File: src/rtl/fetch_axi_bridge_if.sv
// Signal bundle between the fetch stage, the bridge and the AXI4-Lite read channel.
// The bridge takes the master modport; the fetch/AXI side (or a bench) takes slave.
interface fetch_axi_bridge_if #(
    parameter int ADDR_W = 32,
    parameter int DATA_W = 32,
    parameter int CNT_W  = 32
);
    logic              request_valid_i;
    logic              request_ready_o;
    logic [ADDR_W-1:0] pc_i;
    logic              response_valid_o;
    logic              response_ready_i;
    logic [DATA_W-1:0] inst_o;
    logic              fault_o;
    logic [ADDR_W-1:0] araddr_o;
    logic [2:0]        arprot_o;
    logic              arvalid_o;
    logic              arready_i;
    logic [DATA_W-1:0] rdata_i;
    logic [1:0]        rresp_i;
    logic              rvalid_i;
    logic              rready_o;
    logic [CNT_W-1:0]  stall_cnt_o;

    modport master (
        input  request_valid_i, pc_i, response_ready_i,
        input  arready_i, rdata_i, rresp_i, rvalid_i,
        output request_ready_o, response_valid_o, inst_o, fault_o,
        output araddr_o, arprot_o, arvalid_o, rready_o, stall_cnt_o
    );

    modport slave (
        output request_valid_i, pc_i, response_ready_i,
        output arready_i, rdata_i, rresp_i, rvalid_i,
        input  request_ready_o, response_valid_o, inst_o, fault_o,
        input  araddr_o, arprot_o, arvalid_o, rready_o, stall_cnt_o
    );
endinterface

File: src/rtl/fetch_axi_bridge.sv
// Instruction fetch to AXI4-Lite read bridge: one outstanding AR/R transaction,
// registered response, misaligned-PC fault without a bus access, saturating stall counter.
module fetch_axi_bridge #(
    parameter int ADDR_W = 32,
    parameter int DATA_W = 32,
    parameter int CNT_W  = 32
) (
    input  logic clock,
    input  logic reset,
    fetch_axi_bridge_if.master bus
);
    typedef enum logic [1:0] {
        IDLE = 2'd0,
        ADDR = 2'd1,
        DATA = 2'd2,
        RESP = 2'd3
    } state_t;

    state_t            state_reg, state_next;
    logic [ADDR_W-1:0] pc_reg, pc_next;
    logic [DATA_W-1:0] inst_reg, inst_next;
    logic              fault_reg, fault_next;
    logic [CNT_W-1:0]  cnt_reg, cnt_next;

    always_ff @(posedge clock or posedge reset) begin
        if (reset) begin
            state_reg <= IDLE;
            pc_reg    <= '0;
            inst_reg  <= '0;
            fault_reg <= 1'b0;
            cnt_reg   <= '0;
        end else begin
            state_reg <= state_next;
            pc_reg    <= pc_next;
            inst_reg  <= inst_next;
            fault_reg <= fault_next;
            cnt_reg   <= cnt_next;
        end
    end

    always_comb begin
        state_next = state_reg;
        pc_next    = pc_reg;
        inst_next  = inst_reg;
        fault_next = fault_reg;
        unique case (state_reg)
            IDLE: begin
                if (bus.request_valid_i) begin
                    pc_next = bus.pc_i;
                    if (bus.pc_i[1:0] == 2'b00) begin
                        state_next = ADDR;
                    end else begin
                        // Misaligned fetch is answered locally; the bus never sees it.
                        inst_next  = '0;
                        fault_next = 1'b1;
                        state_next = RESP;
                    end
                end
            end
            ADDR: begin
                if (bus.arready_i) state_next = DATA;
            end
            DATA: begin
                if (bus.rvalid_i) begin
                    fault_next = (bus.rresp_i != 2'b00);
                    inst_next  = (bus.rresp_i != 2'b00) ? '0 : bus.rdata_i;
                    state_next = RESP;
                end
            end
            RESP: begin
                if (bus.response_ready_i) state_next = IDLE;
            end
            default: state_next = IDLE;
        endcase
    end

    // Counts bus wait cycles; pins at all-ones instead of wrapping.
    always_comb begin
        cnt_next = cnt_reg;
        if (((state_reg == ADDR) || (state_reg == DATA)) && (cnt_reg != {CNT_W{1'b1}}))
            cnt_next = cnt_reg + 1'b1;
    end

    assign bus.request_ready_o  = (state_reg == IDLE) & ~reset;
    assign bus.arvalid_o        = (state_reg == ADDR) & ~reset;
    assign bus.rready_o         = (state_reg == DATA) & ~reset;
    assign bus.response_valid_o = (state_reg == RESP) & ~reset;
    assign bus.araddr_o         = pc_reg;
    assign bus.arprot_o         = 3'b100;
    assign bus.inst_o           = inst_reg;
    assign bus.fault_o          = fault_reg;
    assign bus.stall_cnt_o      = cnt_reg;
endmodule

File: src/flat_wrapper.sv
// flat-port wrapper written by rule: the top's interface ports become plain ports
module fetch_axi_bridge_flat 
#(
    parameter int ADDR_W = 32,
    parameter int DATA_W = 32,
    parameter int CNT_W  = 32
)
  (clock, reset, bus_request_valid_i, bus_pc_i, bus_response_ready_i, bus_arready_i, bus_rdata_i, bus_rresp_i, bus_rvalid_i, bus_request_ready_o, bus_response_valid_o, bus_inst_o, bus_fault_o, bus_araddr_o, bus_arprot_o, bus_arvalid_o, bus_rready_o, bus_stall_cnt_o);
  fetch_axi_bridge_if #(.ADDR_W(ADDR_W), .DATA_W(DATA_W), .CNT_W(CNT_W)) bus_i ();
  input  logic clock;
  input  logic reset;
  input wire logic [$bits(bus_i.request_valid_i)-1:0] bus_request_valid_i;
  input wire logic [$bits(bus_i.pc_i)-1:0] bus_pc_i;
  input wire logic [$bits(bus_i.response_ready_i)-1:0] bus_response_ready_i;
  input wire logic [$bits(bus_i.arready_i)-1:0] bus_arready_i;
  input wire logic [$bits(bus_i.rdata_i)-1:0] bus_rdata_i;
  input wire logic [$bits(bus_i.rresp_i)-1:0] bus_rresp_i;
  input wire logic [$bits(bus_i.rvalid_i)-1:0] bus_rvalid_i;
  output wire logic [$bits(bus_i.request_ready_o)-1:0] bus_request_ready_o;
  output wire logic [$bits(bus_i.response_valid_o)-1:0] bus_response_valid_o;
  output wire logic [$bits(bus_i.inst_o)-1:0] bus_inst_o;
  output wire logic [$bits(bus_i.fault_o)-1:0] bus_fault_o;
  output wire logic [$bits(bus_i.araddr_o)-1:0] bus_araddr_o;
  output wire logic [$bits(bus_i.arprot_o)-1:0] bus_arprot_o;
  output wire logic [$bits(bus_i.arvalid_o)-1:0] bus_arvalid_o;
  output wire logic [$bits(bus_i.rready_o)-1:0] bus_rready_o;
  output wire logic [$bits(bus_i.stall_cnt_o)-1:0] bus_stall_cnt_o;
  assign bus_i.request_valid_i = bus_request_valid_i;
  assign bus_i.pc_i = bus_pc_i;
  assign bus_i.response_ready_i = bus_response_ready_i;
  assign bus_i.arready_i = bus_arready_i;
  assign bus_i.rdata_i = bus_rdata_i;
  assign bus_i.rresp_i = bus_rresp_i;
  assign bus_i.rvalid_i = bus_rvalid_i;
  assign bus_request_ready_o = bus_i.request_ready_o;
  assign bus_response_valid_o = bus_i.response_valid_o;
  assign bus_inst_o = bus_i.inst_o;
  assign bus_fault_o = bus_i.fault_o;
  assign bus_araddr_o = bus_i.araddr_o;
  assign bus_arprot_o = bus_i.arprot_o;
  assign bus_arvalid_o = bus_i.arvalid_o;
  assign bus_rready_o = bus_i.rready_o;
  assign bus_stall_cnt_o = bus_i.stall_cnt_o;
  fetch_axi_bridge #(.ADDR_W(ADDR_W), .DATA_W(DATA_W), .CNT_W(CNT_W)) u_core (.clock(clock), .reset(reset), .bus(bus_i));
endmodule
File: config.mk
export PLATFORM = sky130hd
export DESIGN_NAME = fetch_axi_bridge_flat
export DESIGN_NICKNAME = d
export VERILOG_FILES = /design/src/rtl/fetch_axi_bridge_if.sv /design/src/rtl/fetch_axi_bridge.sv /design/src/flat_wrapper.sv
export SDC_FILE = /design/constraint.sdc
export NUM_CORES = 1
export LEC_CHECK = 0
export ABC_AREA = 0
export CAP_MARGIN = 20
export CORE_ASPECT_RATIO = 0.5
export CORE_MARGIN = 2
export CORE_UTILIZATION = 46
export CTS_CLUSTER_SIZE = 20
export DETAILED_ROUTE_END_ITERATION = 16
export DONT_BUFFER_PORTS = 1
export GPL_TIMING_DRIVEN = 1
export PLACE_DENSITY = 0.64
export SYNTH_ARGS = -nofsm -noshare
export SYNTH_HDL_FRONTEND = slang
export SYNTH_SLANG_ARGS = --single-unit
File: constraint.sdc
create_clock -name clock -period 4.3 [get_ports clock]
set_input_delay 1.075 -clock clock [delete_from_list [all_inputs] [get_ports clock]]
set_output_delay 1.075 -clock clock [all_outputs]
set_load 0.1 [all_outputs]
Word level (Yosys, flattened, before mapping). Index checks and enable logic that the tools add are counted.

$add $sub $neg: 1. Mux-type cells: 15. Bitwise gates (word level): 5. Reduce and logical (&&, ||, !) cells: 9. Eq/ne operators: 9.

Operators by type and width (count): 2-to-1 mux 32 bit (4); case mux 32 bit (2 select lines) (1); adder 32 x 1 -> 32 bit (second input constant) (1); inequality test 32 bit (second input constant) (1); 2-to-1 mux 2 bit (5); inequality test 2 bit (second input constant) (5); case mux 2 bit (4 select lines) (1); AND reduction 4 bit (2); bitwise AND 1 bit (4); == test 2 bit (second input constant) (2); zero test 2 bit (2); nonzero test 2 bit (2); 2-to-1 mux 1 bit (3); == test 2 x 1 -> 1 bit (second input constant) (1); case mux 1 bit (2 select lines) (1); AND reduction 2 bit (1); logical AND 1 bit (1); logical OR 1 bit (1); NOT 1 bit (1).

Word-level logic and storage cells: 44. Output and inout port bits: 104. Bits in registers: 99. Bits of input ports: 72.

Longest topological paths before layout.
Depth in word-level cells: 4. Depth in mapped cells: 7. Mapped depth without buffers: 7.

Worst setup path before layout. Ideal clock, no wire load.

Kind: input to output. From: input port reset. To: output port bus_rready_o. Path buffers: 0. Arrival: 2.410 ns. Data required time: 3.225 ns. Path slack: 0.815 ns. Stages: 1. Cells stage by stage: nor2b_1.

Longest elaborated chain between the ends: 2.

Ends and longest elaborated chain: from (decl) (RTL line flat_wrapper.sv:11) `input logic reset;`; NOT 1 bit (RTL line fetch_axi_bridge.sv:86) `assign bus.rready_o = (state_reg == DATA) & ~reset;`; bitwise AND 1 bit (RTL line fetch_axi_bridge.sv:86); to (decl) (RTL line flat_wrapper.sv:26) `output wire logic [$bits(bus_i.rready_o)-1:0] bus_rready_o;`.

No other way between the ends.

Worst setup path after layout.
From: register u_core.cnt_reg[1] (netlist: u_core.bus.stall_cnt_o[1]). To: register u_core.cnt_reg[1] (netlist: u_core.bus.stall_cnt_o[1]).

Longest elaborated chain between the ends: 2. Elaborated cells on any way between the ends: 3. Classes of those cells: add/sub: 1; eq/ne: 1; reduce/logical: 1.

Ends and longest elaborated chain: from (decl) (RTL line fetch_axi_bridge.sv:23) `logic [CNT_W-1:0] cnt_reg, cnt_next;`; from (signal assigned) (RTL line fetch_axi_bridge.sv:37) `cnt_reg <= cnt_next;`; parallel branches: the longest is 2 deep, another holds adder 32 x 1 -> 32 bit.

Parallel ways; which one is timed is not known. A chain may end at the register's enable or synchronous reset.

==> flow_summary_export.csv <==
group,metric,value,unit
drt,antenna_left,0,
synth,async_flop_share,100.0,%
timing,slew_headroom,30.73,%
clock_tree,clkTransAtPathRegs,0.06,ns
worst_setup_path,crit_fanout,6,
global_route,grt_pass1_wl,14750,um
clock_tree,clock_path_buffers,2,
outcome,status,"finished clean",
cells_and_area,syn_to_final_growth,17.37,%
synth,synth_top_area_share,59.10,%
worst_setup_path,critPathLaunchType,"register",
timing,finalCritPeriodShare,68.63,%
clock_tree,clock_latency,0.34,ns
drt,drt-wirelength-per-cell,18.93,um
global_route,grt_pass1_vias,2855,
clock_tree,htreeDepth,3,
global_route,grt_max_degree,51,
worst_setup_path,crit_path_end_kind,"register",
floorplan,ioPinCount,176,
synth,yosys.area.top_type,"dfrtp_1",
timing,hold_viol_final,0,
timing,tns,0,ns
timing,tightest_slew,1.039,ns
worst_setup_path,critPathMaxStageDelay,0.99,ns
placed_design,place_hpwl,6884,um
timing,clock_skew,0.005754,ns
cells_and_area,n_fill_cell,739,
synth,ys_ff_latch,99,
cells_and_area,num_antenna_cells,0,
synth,synth_edf_count,0,
global_route,track_usage,18.86,%
drt,drc,0,
floorplan,die-height,71.50,um
synth,synthCells,335,
worst_setup_path,r2r_start,"u_core.bus.stall_cnt_o[1]",
drt,viasPerCell,5.730,
timing,slew_viol_final,0,
job,maxCapViolCount,0,
drt,drtIter0Drc,143,
floorplan,die_w,139.0,um
clock_tree,cts_tree,"done",
clock_tree,cts.repair.resized,0,
placed_design,port-buffer-count,0,
worst_setup_path,worstPathRequired,4.51,ns
timing,fin_crit,2.951,ns
worst_setup_path,slowest_stage,"dfrtp_1",
cells_and_area,drive_gt1_share,25.07,%
floorplan,die_area,0.009938,mm^2
drt,num_vias,2819,
synth,yosysSeqAreaShare,59.10,%
cells_and_area,nNetsFinal,448,
worst_setup_path,r2r-end,"u_core.bus.stall_cnt_o[1]",
clock_tree,postCtsHoldBufs,0,
drt,drt_first_pass_iters,4,
worst_setup_path,cp-endpoint,"u_core.bus.stall_cnt_o[1]",
worst_setup_path,path_cells,"ha_1 > nand2_1 > or4_4 > nor4_4 > nand2b_2 > mux2_1",
clock_tree,clockRootBuffer,"clkbuf_16",
synth,avgSynthCellArea,12.51,um^2
clock_tree,cts_made_buffers,9,
clock_tree,cts_sinks,99,
worst_setup_path,rrSetupSlack,1.35,ns
hold_path,hold_path_class,"register to register",
timing,finalSetupViolCount,0,
floorplan,initial_core_util,47.80,%
worst_setup_path,crit_path_start,"u_core.bus.stall_cnt_o[1]",
synth,yosys_warnings,0,
clock_tree,cts_setup_buffers,0,
synth,synth_area_leaders,"dfrtp_1, mux2_2, a22o_1",
worst_setup_path,reg2reg_depth,6,
worst_setup_path,cp_data_arrival_time,3.17,ns
floorplan,core-area,0.008768,mm^2
drt,wl,9312,um
timing,fmax,0.3389,GHz
synth,synth_cell_types,38,
floorplan,core.rowCount,24,
timing,rsz0062_at_grt,"no",
synth,syn_area,0.004192,mm^2
placed_design,gp_congestion,0.9234,
global_route,overflow,0,
worst_setup_path,worstSetupPathType,"register to register",
global_route,antenna_found_initial,0,
synth,synth-main-ff-cell,"dfrtp_1",
==> routing by layer <==
layer	share of wire (%)	up-vias	GRT usage, %	wire, um
li1	-	1269	-	-
met1	39	1408	22.57	3637
met2	51	129	31.80	4730
met3	8.4	13	7.620	782
met4	1.7	0	6.173	162
met5	0	-	0	0
==> how the worst min path moves through the flow <==
stage                              start                        end  slack (ns)  cells after the start
2_1_floorplan        u_core.state_reg[1]        u_core.state_reg[1]        0.60                      2
3_3_place_gp   u_core.bus.stall_cnt_o[4]  u_core.bus.stall_cnt_o[4]        0.51                      1
3_5_place_dp   u_core.bus.stall_cnt_o[4]  u_core.bus.stall_cnt_o[4]        0.52                      1
4_1_cts        u_core.bus.stall_cnt_o[4]  u_core.bus.stall_cnt_o[4]        0.53                      1
5_1_grt        u_core.bus.stall_cnt_o[4]  u_core.bus.stall_cnt_o[4]        0.55                      1
6_report       u_core.bus.stall_cnt_o[4]  u_core.bus.stall_cnt_o[4]        0.53                      1
==> area by class of cell <==
type	instances	area, um^2	share of cell area [%]
clock inverter	5	86.33	1.755
inverter	9	36.28	0.7375
sequential	99	2477	50.36
multi-input combinational	215	1643	33.39
timing repair buffer	36	297.8	6.053
tap	117	146.4	2.976
clock buffer	11	232.7	4.730
==> cells in the final DEF (no fill, tap or decap), types with 2 or more instances in the layout <==
cell       count
and4_1         2
or3_1          6
clkbuf_16      9
nor2_2         3
nand3_1       14
a31oi_1        4
a21oi_1        3
nor3_1         6
mux2_2        32
nor4_1         5
a41oi_1        2
o21ai_0        5
ha_1           6
bufinv_16      2
clkinv_4       2
a22o_1        32
nor2_1        17
clkbuf_1       2
inv_1          8
xor2_1        12
nand4_1       11
nand2_1       18
conb_1         3
xnor2_1       15
o211ai_1       4
and2_1         2
buf_4         34
dfrtp_1       99
==> cells in the mapped netlist (2+ instances only) <==
master,n
o211ai_1,4
o21ai_0,5
buf_1,3
xor2_1,12
and2_1,2
xnor2_1,15
a41oi_1,2
conb_1,2
nor2_1,20
nor3_1,6
ha_1,6
dfrtp_1,99
nand3_1,14
a31oi_1,4
or3_1,6
inv_1,9
a21oi_1,3
buf_4,3
nand2_1,18
a22o_1,32
clkbuf_1,7
and4_1,2
nand4_1,11
nor4_1,5
mux2_2,32
==> worst max-delay path, delay by kind of cell (launching register included) <==
kind	cells	cell delay, ns
fa+ha+maj	1	0.35
flops	1	0.99
mux	1	0.32
simple gates	4	1.17
==> through the flow <==
stage / setup WS [ns] / utilization, % / cell area [um^2] / hold slack, ns / instances
final: 1.349 / 56.11 / 4920 / 0.5268 / 492
after global routing: 1.229 / 56.11 / 4920 / 0.5545 / 492
after CTS: 1.354 / 55.94 / 4905 / 0.5268 / 491
after detailed placement: 1.357 / 52.30 / 4586 / 0.5202 / 475
after global placement: 1.403 / 51.98 / 4558 / 0.5075 / 474
after floorplan: 0.6346 / - / 4195 / 0.5951 / 336
==> kinds of logic after synthesis <==
| kind of cell | Yosys count | share of synthesized area (%) |
|---|---|---|
| DFF | 99 | 59.10 |
| and+or+nand+nor | 94 | 12.36 |
| AOI/OAI and AO/OA | 52 | 9.821 |
| muxes | 33 | 8.866 |
| xor gates and xnor gates | 27 | 5.642 |
| buffers and inverters | 22 | 2.239 |
| adders and majority gates | 6 | 1.791 |
| other | 2 | 0.1792 |
Power is left out: the tool's default activity adds up to more than one toggle a clock period on the data nets, which glitch-free logic cannot reach.
